===== src/rtl/trig_capture_pkg.sv =====
// Shared types for the trigger capture controller.
// State encoding and trigger-enable bit positions.
package trig_capture_pkg;

  typedef enum logic [1:0] {
    IDLE = 2'd0,
    PRE  = 2'd1,
    POST = 2'd2,
    DONE = 2'd3
  } cap_state_t;

  localparam int TRIG_SPI  = 0;
  localparam int TRIG_UART = 1;

endpackage


===== src/rtl/cap_addr_cnt.sv =====
// Wrapping sample RAM write address plus a saturating
// pre-trigger fill counter that flags when the window is full.
module cap_addr_cnt #(
  parameter int ADDR_W = 9
) (
  input  logic              clk,
  input  logic              rst_n,
  input  logic              clr,
  input  logic              wr,
  input  logic              fill_en,
  input  logic [ADDR_W:0]   limit,
  output logic [ADDR_W-1:0] waddr,
  output logic              full
);

  localparam logic [ADDR_W-1:0] A_ONE = 1;
  localparam logic [ADDR_W:0]   C_ONE = 1;

  logic [ADDR_W:0] fill;
  logic [ADDR_W:0] fill_nxt;

  assign fill_nxt = fill + C_ONE;

  always_ff @(posedge clk or negedge rst_n) begin
    if (!rst_n) begin
      waddr <= '0;
      fill  <= '0;
      full  <= 1'b0;
    end else if (clr) begin
      waddr <= '0;
      fill  <= '0;
      full  <= 1'b0;
    end else if (wr) begin
      waddr <= waddr + A_ONE;
      // fill stops counting once it reaches the limit
      if (fill_en && !full) begin
        fill <= fill_nxt;
        full <= (fill_nxt == limit);
      end
    end
  end

endmodule


===== src/rtl/trig_capture.sv =====
// Capture controller: qualifies protocol triggers, drives the
// circular sample RAM write side and counts post-trigger samples.
module trig_capture
  import trig_capture_pkg::*;
#(
  parameter int ADDR_W = 9
) (
  input  logic              clk,
  input  logic              rst_n,
  input  logic              run,
  input  logic              clr_done,
  input  logic              smpl_en,
  input  logic              SPItrig,
  input  logic              UARTtrig,
  input  logic              trig_force,
  input  logic [1:0]        trig_en,
  input  logic [ADDR_W-1:0] trig_pos,
  output logic              we,
  output logic [ADDR_W-1:0] waddr,
  output logic [ADDR_W-1:0] trig_addr,
  output logic              armed,
  output logic              triggered,
  output logic              capt_done
);

  localparam logic [ADDR_W:0] DEPTH_V = {1'b1, {ADDR_W{1'b0}}};
  localparam logic [ADDR_W:0] C_ONE   = 1;

  cap_state_t      state;
  logic            trig_raw;
  logic            trig_q;
  logic            start;
  logic            capturing;
  logic            accept;
  logic [ADDR_W:0] limit;
  logic [ADDR_W:0] post_cnt;
  logic [ADDR_W:0] post_nxt;
  logic [ADDR_W:0] pos_ext;

  assign trig_raw = (trig_en[TRIG_SPI] & SPItrig)
                  | (trig_en[TRIG_UART] & UARTtrig)
                  | trig_force;

  assign pos_ext   = {1'b0, trig_pos};
  assign limit     = DEPTH_V - pos_ext;
  assign post_nxt  = post_cnt + C_ONE;
  assign capturing = (state == PRE) || (state == POST);
  assign we        = capturing & smpl_en;
  assign start     = run && ((state == IDLE) || (state == DONE));
  assign accept    = (state == PRE) && armed && trig_q;
  assign capt_done = (state == DONE);

  cap_addr_cnt #(
    .ADDR_W (ADDR_W)
  ) u_addr (
    .clk     (clk),
    .rst_n   (rst_n),
    .clr     (start),
    .wr      (we),
    .fill_en (state == PRE),
    .limit   (limit),
    .waddr   (waddr),
    .full    (armed)
  );

  always_ff @(posedge clk or negedge rst_n) begin
    if (!rst_n) begin
      trig_q <= 1'b0;
    end else begin
      trig_q <= trig_raw;
    end
  end

  always_ff @(posedge clk or negedge rst_n) begin
    if (!rst_n) begin
      state     <= IDLE;
      trig_addr <= '0;
      triggered <= 1'b0;
      post_cnt  <= '0;
    end else if (start) begin
      state     <= PRE;
      triggered <= 1'b0;
      post_cnt  <= '0;
    end else begin
      unique case (state)
        PRE: begin
          if (accept) begin
            trig_addr <= waddr;
            triggered <= 1'b1;
            state     <= (trig_pos == '0) ? DONE : POST;
          end
        end
        POST: begin
          if (we) begin
            post_cnt <= post_nxt;
            if (post_nxt == pos_ext) begin
              state <= DONE;
            end
          end
        end
        DONE: begin
          if (clr_done) begin
            state <= IDLE;
          end
        end
        default: begin
          state <= state;
        end
      endcase
    end
  end

endmodule


===== config.mk =====
export PLATFORM = sky130hd
export DESIGN_NAME = trig_capture
export DESIGN_NICKNAME = d
export VERILOG_FILES = /design/src/rtl/trig_capture_pkg.sv /design/src/rtl/cap_addr_cnt.sv /design/src/rtl/trig_capture.sv
export SDC_FILE = /design/constraint.sdc
export NUM_CORES = 1
export LEC_CHECK = 0
export ABC_AREA = 0
export BUFFER_PORTS_ARGS = -buffer_cell sky130_fd_sc_hd__buf_2
export CELL_PAD_IN_SITES_DETAIL_PLACEMENT = 0
export CELL_PAD_IN_SITES_GLOBAL_PLACEMENT = 2
export CORE_MARGIN = 5
export CORE_UTILIZATION = 38
export DETAILED_ROUTE_END_ITERATION = 10
export PLACE_DENSITY = 0.95
export SYNTH_ARGS = -nofsm -noshare
export SYNTH_HDL_FRONTEND = slang
export SYNTH_SLANG_ARGS = --single-unit

===== constraint.sdc =====
create_clock -name clk -period 4.2 [get_ports clk]
set_input_delay 0.84 -clock clk [delete_from_list [all_inputs] [get_ports clk]]
set_output_delay 0.84 -clock clk [all_outputs]
set_load 0.02 [all_outputs]

### Word-level counts from Yosys, hierarchy flattened

Index checks and enable logic that the tools add are counted.

| storage, ports and cells | value |
|---|---|
| register bits | 43 |
| input port bits | 19 |
| output and inout port bits | 22 |

| cells by class | value |
|---|---|
| $add $sub $neg | 4 |
| equality and inequality tests | 9 |
| multiplexer cells | 21 |
| bitwise operators | 6 |
| reductions and logical operators | 20 |

Operators by type and width:

| cell | count |
|---|---|
| 10-bit two-way mux | 6 |
| 10-bit by 1-bit adder with 10-bit output (second input constant) | 2 |
| 9-bit two-way mux | 2 |
| 10-bit == test | 1 |
| 10-bit by 9-bit == test with 1-bit output | 1 |
| 2-bit two-way mux | 5 |
| 2-bit nonzero test | 5 |
| 10-bit by 9-bit subtractor with 10-bit output (first input constant) | 1 |
| 9-bit by 1-bit adder with 9-bit output (second input constant) | 1 |
| 9-bit zero test | 1 |
| 1-bit two-way mux | 7 |
| 3-bit by 2-bit inequality test with 1-bit output (second input constant) | 2 |
| 3-bit inequality test (second input constant) | 2 |
| 2-bit one-hot mux with 3 select lines | 1 |
| 2-bit AND reduction | 3 |
| 5-bit AND reduction | 1 |
| 2-bit == test (second input constant) | 2 |
| 1-bit logical AND | 4 |
| 4-bit nonzero test | 1 |
| 1-bit AND | 3 |
| 3-bit AND reduction | 1 |
| 2-bit by 1-bit == test with 1-bit output (second input constant) | 1 |
| 2-bit zero test | 1 |
| 1-bit logical OR | 2 |
| 3 further kinds | 4 |

### Longest topological paths before layout

| depth | value |
|---|---|
| word-level depth | 6 |
| depth in mapped cells | 9 |

### Modules after synthesis

From an unflattened synthesis, not the netlist that was laid out.

| unflattened totals | value |
|---|---|
| cells, all modules | 297 |
| area, all modules | 2758.9 sq um |

By module, submodules not included:

| module | instances | cells each | area each (sq um) |
|---|---|---|---|
| trig_capture | 1 | 156 | 1503.9 |
| cap_addr_cnt | 1 | 141 | 1255.0 |

### Least setup slack after synthesis

Ideal clock, no wire load.

| timing path | value |
|---|---|
| path kind | in2reg |
| from | input port trig_pos[4] |
| to | register u_addr.full |
| setup time | 95 ps |
| arrival | 2336 ps |
| setup slack | 1769 ps |
| stages | 6 |
| path buffers | 0 |
| path through | or4_1 > nor4b_1 > ha_1 > xor2_1 > nand4_1 > o31ai_1 |

| between the ends | value |
|---|---|
| word-level cells in the longest chain between the ends | 5 |

RTL lines:

| item | line | text |
|---|---|---|
| from (decl) | trig_capture.sv:17 | `input logic [ADDR_W-1:0] trig_pos,` |
| 10-bit by 9-bit subtractor with 10-bit output | trig_capture.sv:45 | `assign limit = DEPTH_V - pos_ext;` |
| 10-bit == test | cap_addr_cnt.sv:38 | `full <= (fill_nxt == limit);` |
| 1-bit two-way mux | cap_addr_cnt.sv:36 | `if (fill_en && !full) begin` |
| 1-bit two-way mux | cap_addr_cnt.sv:33 | `end else if (wr) begin` |
| 1-bit two-way mux | cap_addr_cnt.sv:29 | `end else if (clr) begin` |
| to (signal assigned) | cap_addr_cnt.sv:38 |  |
| to (decl) | cap_addr_cnt.sv:13 | `output logic full` |

Every way passes these cells. The select of a mux whose other input is x is not followed.
A chain may end at the register's enable or synchronous reset.

### Worst setup path after layout

| timing path | value |
|---|---|
| from | register state[0] |
| to | register u_addr.full |

| between the ends | value |
|---|---|
| word-level cells in the longest chain between the ends | 5 |

RTL lines:

| item | line | text |
|---|---|---|
| from (decl) | trig_capture.sv:29 | `cap_state_t state;` |
| from (signal assigned) | trig_capture.sv:90 | `state <= (trig_pos == '0) ? DONE : POST;` |
| from (signal assigned) | trig_capture.sv:107 | `state <= state;` |
| 2-bit by 1-bit == test with 1-bit output, or another cell as far along | trig_capture.sv:47, trig_capture.sv:60 |  |
| 1-bit logical OR, on equally long branches | trig_capture.sv:47, trig_capture.sv:49 |  |
| 1-bit AND or 1-bit logical AND (tied branches) | trig_capture.sv:48, trig_capture.sv:49 |  |
| 2-bit nonzero test (no line) | -- |  |
| 2-bit AND reduction (no line) | -- |  |

Parallel ways exist; a longest one is shown, timed or not.

==> flow_metrics.tcl <==
set metrics [dict create \
    status "finished clean" \
    ant_nets 0 \
    cts_made_buffers 5 \
    port_buffers 40 \
    rsz0062_at_grt "false" \
    ir_drop_uv 176 \
    htree_levels 2 \
    antenna_found_initial 0 \
    drt_pass1_iterations 4 \
    synth.top_cell.area_share_pct 40.5 \
    tns_ns 0 \
    routed_wl_um 6030 \
    grt_max_degree 44 \
    crit_type "reg2reg" \
    path_cells "inv_1, ha_1, nand2b_1, inv_1, nand3b_1, nor4_1, nand4_1, o31ai_1" \
    area_delta_synth_final_pct 15.4 \
    fin_util_pct 45.2 \
    leakage_uw 0.00139 \
    fmax_mhz 355 \
    cts_tree "done" \
    cpMostUsedCell "inv_1" \
    drt-initial-drc-count 82 \
    die_y_um 93.6 \
    p_total_uw 1420 \
    end_kind "flip-flop" \
    die_w_um 93.6 \
    io_pins 41 \
    synth_cells 290 \
    layout.nets 358 \
    hold_path_class "reg2reg" \
    drc 0 \
    grt-ovfl-total 0 \
    netlist_area_um2 2660 \
    wl_per_cell_um 14.1 \
    maxCapViolations 0 \
    final_layout_size_suffix_gt1_share_pct 19.7 \
    hold_buffers 0 \
    syn_avg_cell_area_um2 9.16 \
    synth_warnings 0 \
    gp_congestion 0.856 \
    multi_input_area_um2 1490 \
    cts.sinks 43 \
    start_util_pct 39.1 \
    hold_violations 0 \
    cp.arrival_ns 3.03 \
    post_cts_buffers 0 \
    core_area_um2 6790 \
    slew_headroom_pct 35.1 \
    crit_slowest_cell "nand3b_1" \
    start_kind "flip-flop" \
    synthTopCellsByArea "dfrtp_1, xnor2_1, o21ai_0, ha_1, mux2_2" \
    via_per_inst 5.07 \
    synth-seq-area-share_pct 40.5 \
    regArea_um2 1080 \
    tightest_slew_ns 0.974 \
    synthFlopType "dfrtp_1" \
    yosys.area.top_type "dfrtp_1" \
    synth-async-reset-ratio_pct 100 \
    period_minus_slack_ns 2.82 \
    grt_pass1_vias 2047 \
    insertion_delay_ns 0.30 \
    worst_path_largest_cell_delay_ns 0.55 \
    diodes 0 \
    p_per_area_nw_per_um2 461 \
    grt_pass1_wl_um 10000 \
    track_usage_pct 14.3 \
    yosysUniqueCellTypes 44 \
    ctsResizeCount 0 \
    finalSetupViolations 0 \
    vias 2161 \
    skew_ns 0.0135 \
    die_area_um2 8770 \
    slew_violations 0 \
    num_rows 30 \
    synth_nets 319 \
    dp_hpwl_um 4470 \
    fin_crit_sh_pct 67.1 \
    cts.clk_slew.worst_paths_ns 0.09 \
    cp_max_fo 22 \
    ys_ff_latch 43 \
    cts_root_buf "clkbuf_8" \
    cts_buffer_depth 2 \
    fillers 675 \
    cp.required_ns 4.42 \
    synth-edff-count 0 \
]
-- final timing paths --
path                               from              end  slack, ns  depth (start not counted)
min in group asynchronous         rst_n     trig_addr[0]       0.69                          1
hold reg to reg            trig_addr[2]     trig_addr[2]       0.51                          1
setup reg to reg               state[0]      u_addr.full       1.38                          8
max in group asynchronous         rst_n  u_addr.waddr[1]       2.90                          1
hold / removal             trig_addr[2]     trig_addr[2]       0.51                          1
setup / recovery               state[0]      u_addr.full       1.38                          8
-- sequential cells by signal, summed over array words and instances (netlist names) --
register and cells:
trig_q 1, u_addr.waddr 9, u_addr.fill 10, triggered 1, state 2, u_addr.full 1
trig_addr 9, post_cnt 10
-- layout by cell type (no fill, tap or decap), types with 3 or more instances in the layout --
| cell type | synthesis | layout |
|---|---|---|
| a21oi_1 | 6 | 6 |
| and3_1 | 3 | 3 |
| buf_2 | 1 | 40 |
| clkbuf_8 | 0 | 5 |
| dfrtp_1 | 43 | 43 |
| ha_1 | 10 | 10 |
| inv_1 | 12 | 12 |
| mux2_2 | 10 | 10 |
| nand2_1 | 28 | 28 |
| nand3_1 | 15 | 15 |
| nand4_1 | 7 | 7 |
| nor2_1 | 29 | 29 |
| nor4_1 | 3 | 3 |
| o21ai_0 | 35 | 35 |
| o31ai_1 | 6 | 6 |
| or4_1 | 3 | 3 |
| xnor2_1 | 27 | 27 |
| xor2_1 | 12 | 12 |
-- cell families after synthesis --
logic type / count (synthesis) / synth area share, %
and+or+nand+nor: 106 / 19.8
AOI/OAI and AO/OA: 61 / 14.1
DFF: 43 / 40.5
xor gates and xnor gates: 39 / 12.9
buffers and inverters: 20 / 3.44
muxes: 11 / 4.61
adders and majority gates: 10 / 4.71
-- synth_stat cells, types with 7 or more instances --
master / instances
mux2_2: 10
nor2_1: 29
nand3_1: 15
ha_1: 10
nand2_1: 28
inv_1: 12
o21ai_0: 35
nand4_1: 7
xnor2_1: 27
dfrtp_1: 43
xor2_1: 12
-- worst max-delay path: cells and delay by family, from the launching register on --
kind | cells | cell delay (ns)
and+or+nand+nor | 4 | 1.35
buffers and inverters | 2 | 0.41
DFF | 1 | 0.44
adders and majority gates | 1 | 0.34
AOI/OAI and AO/OA | 1 | 0.19
-- final cells by class --
class                   instances  area share (%)
well taps                      96            3.92
clock buffers                   5            2.24
repair buffers                 40            6.53
inverters                      12            1.47
flip-flops and latches         43            35.1
clock inverters                 3            2.20
multi-input cells             227            48.6
-- power breakdown --
part           internal, µW  switching, µW
registers               457           70.5
clock network           237            153
logic                   181            317
-- per-layer routing --
metal  global-route usage, %  up-vias  routed length [µm]
met5                       0        -                   0
met4                    5.66        0                 124
met3                    3.46       13                 222
met2                    22.0       42                2710
met1                    19.3     1002                2970
li1                        -     1104                   -
-- stage by stage --
step	area [µm²]	hold WS, ns	setup WS, ns	std cells
floorplan	2660	0.491	1.77	290
global placement	2930	0.485	1.46	418
detailed placement	2930	0.491	1.38	418
CTS	3070	0.510	1.36	426
global route	3070	0.520	0.954	426
finish	3070	0.508	1.38	426
No activity file was read; power rests on OpenSTA's default activity.
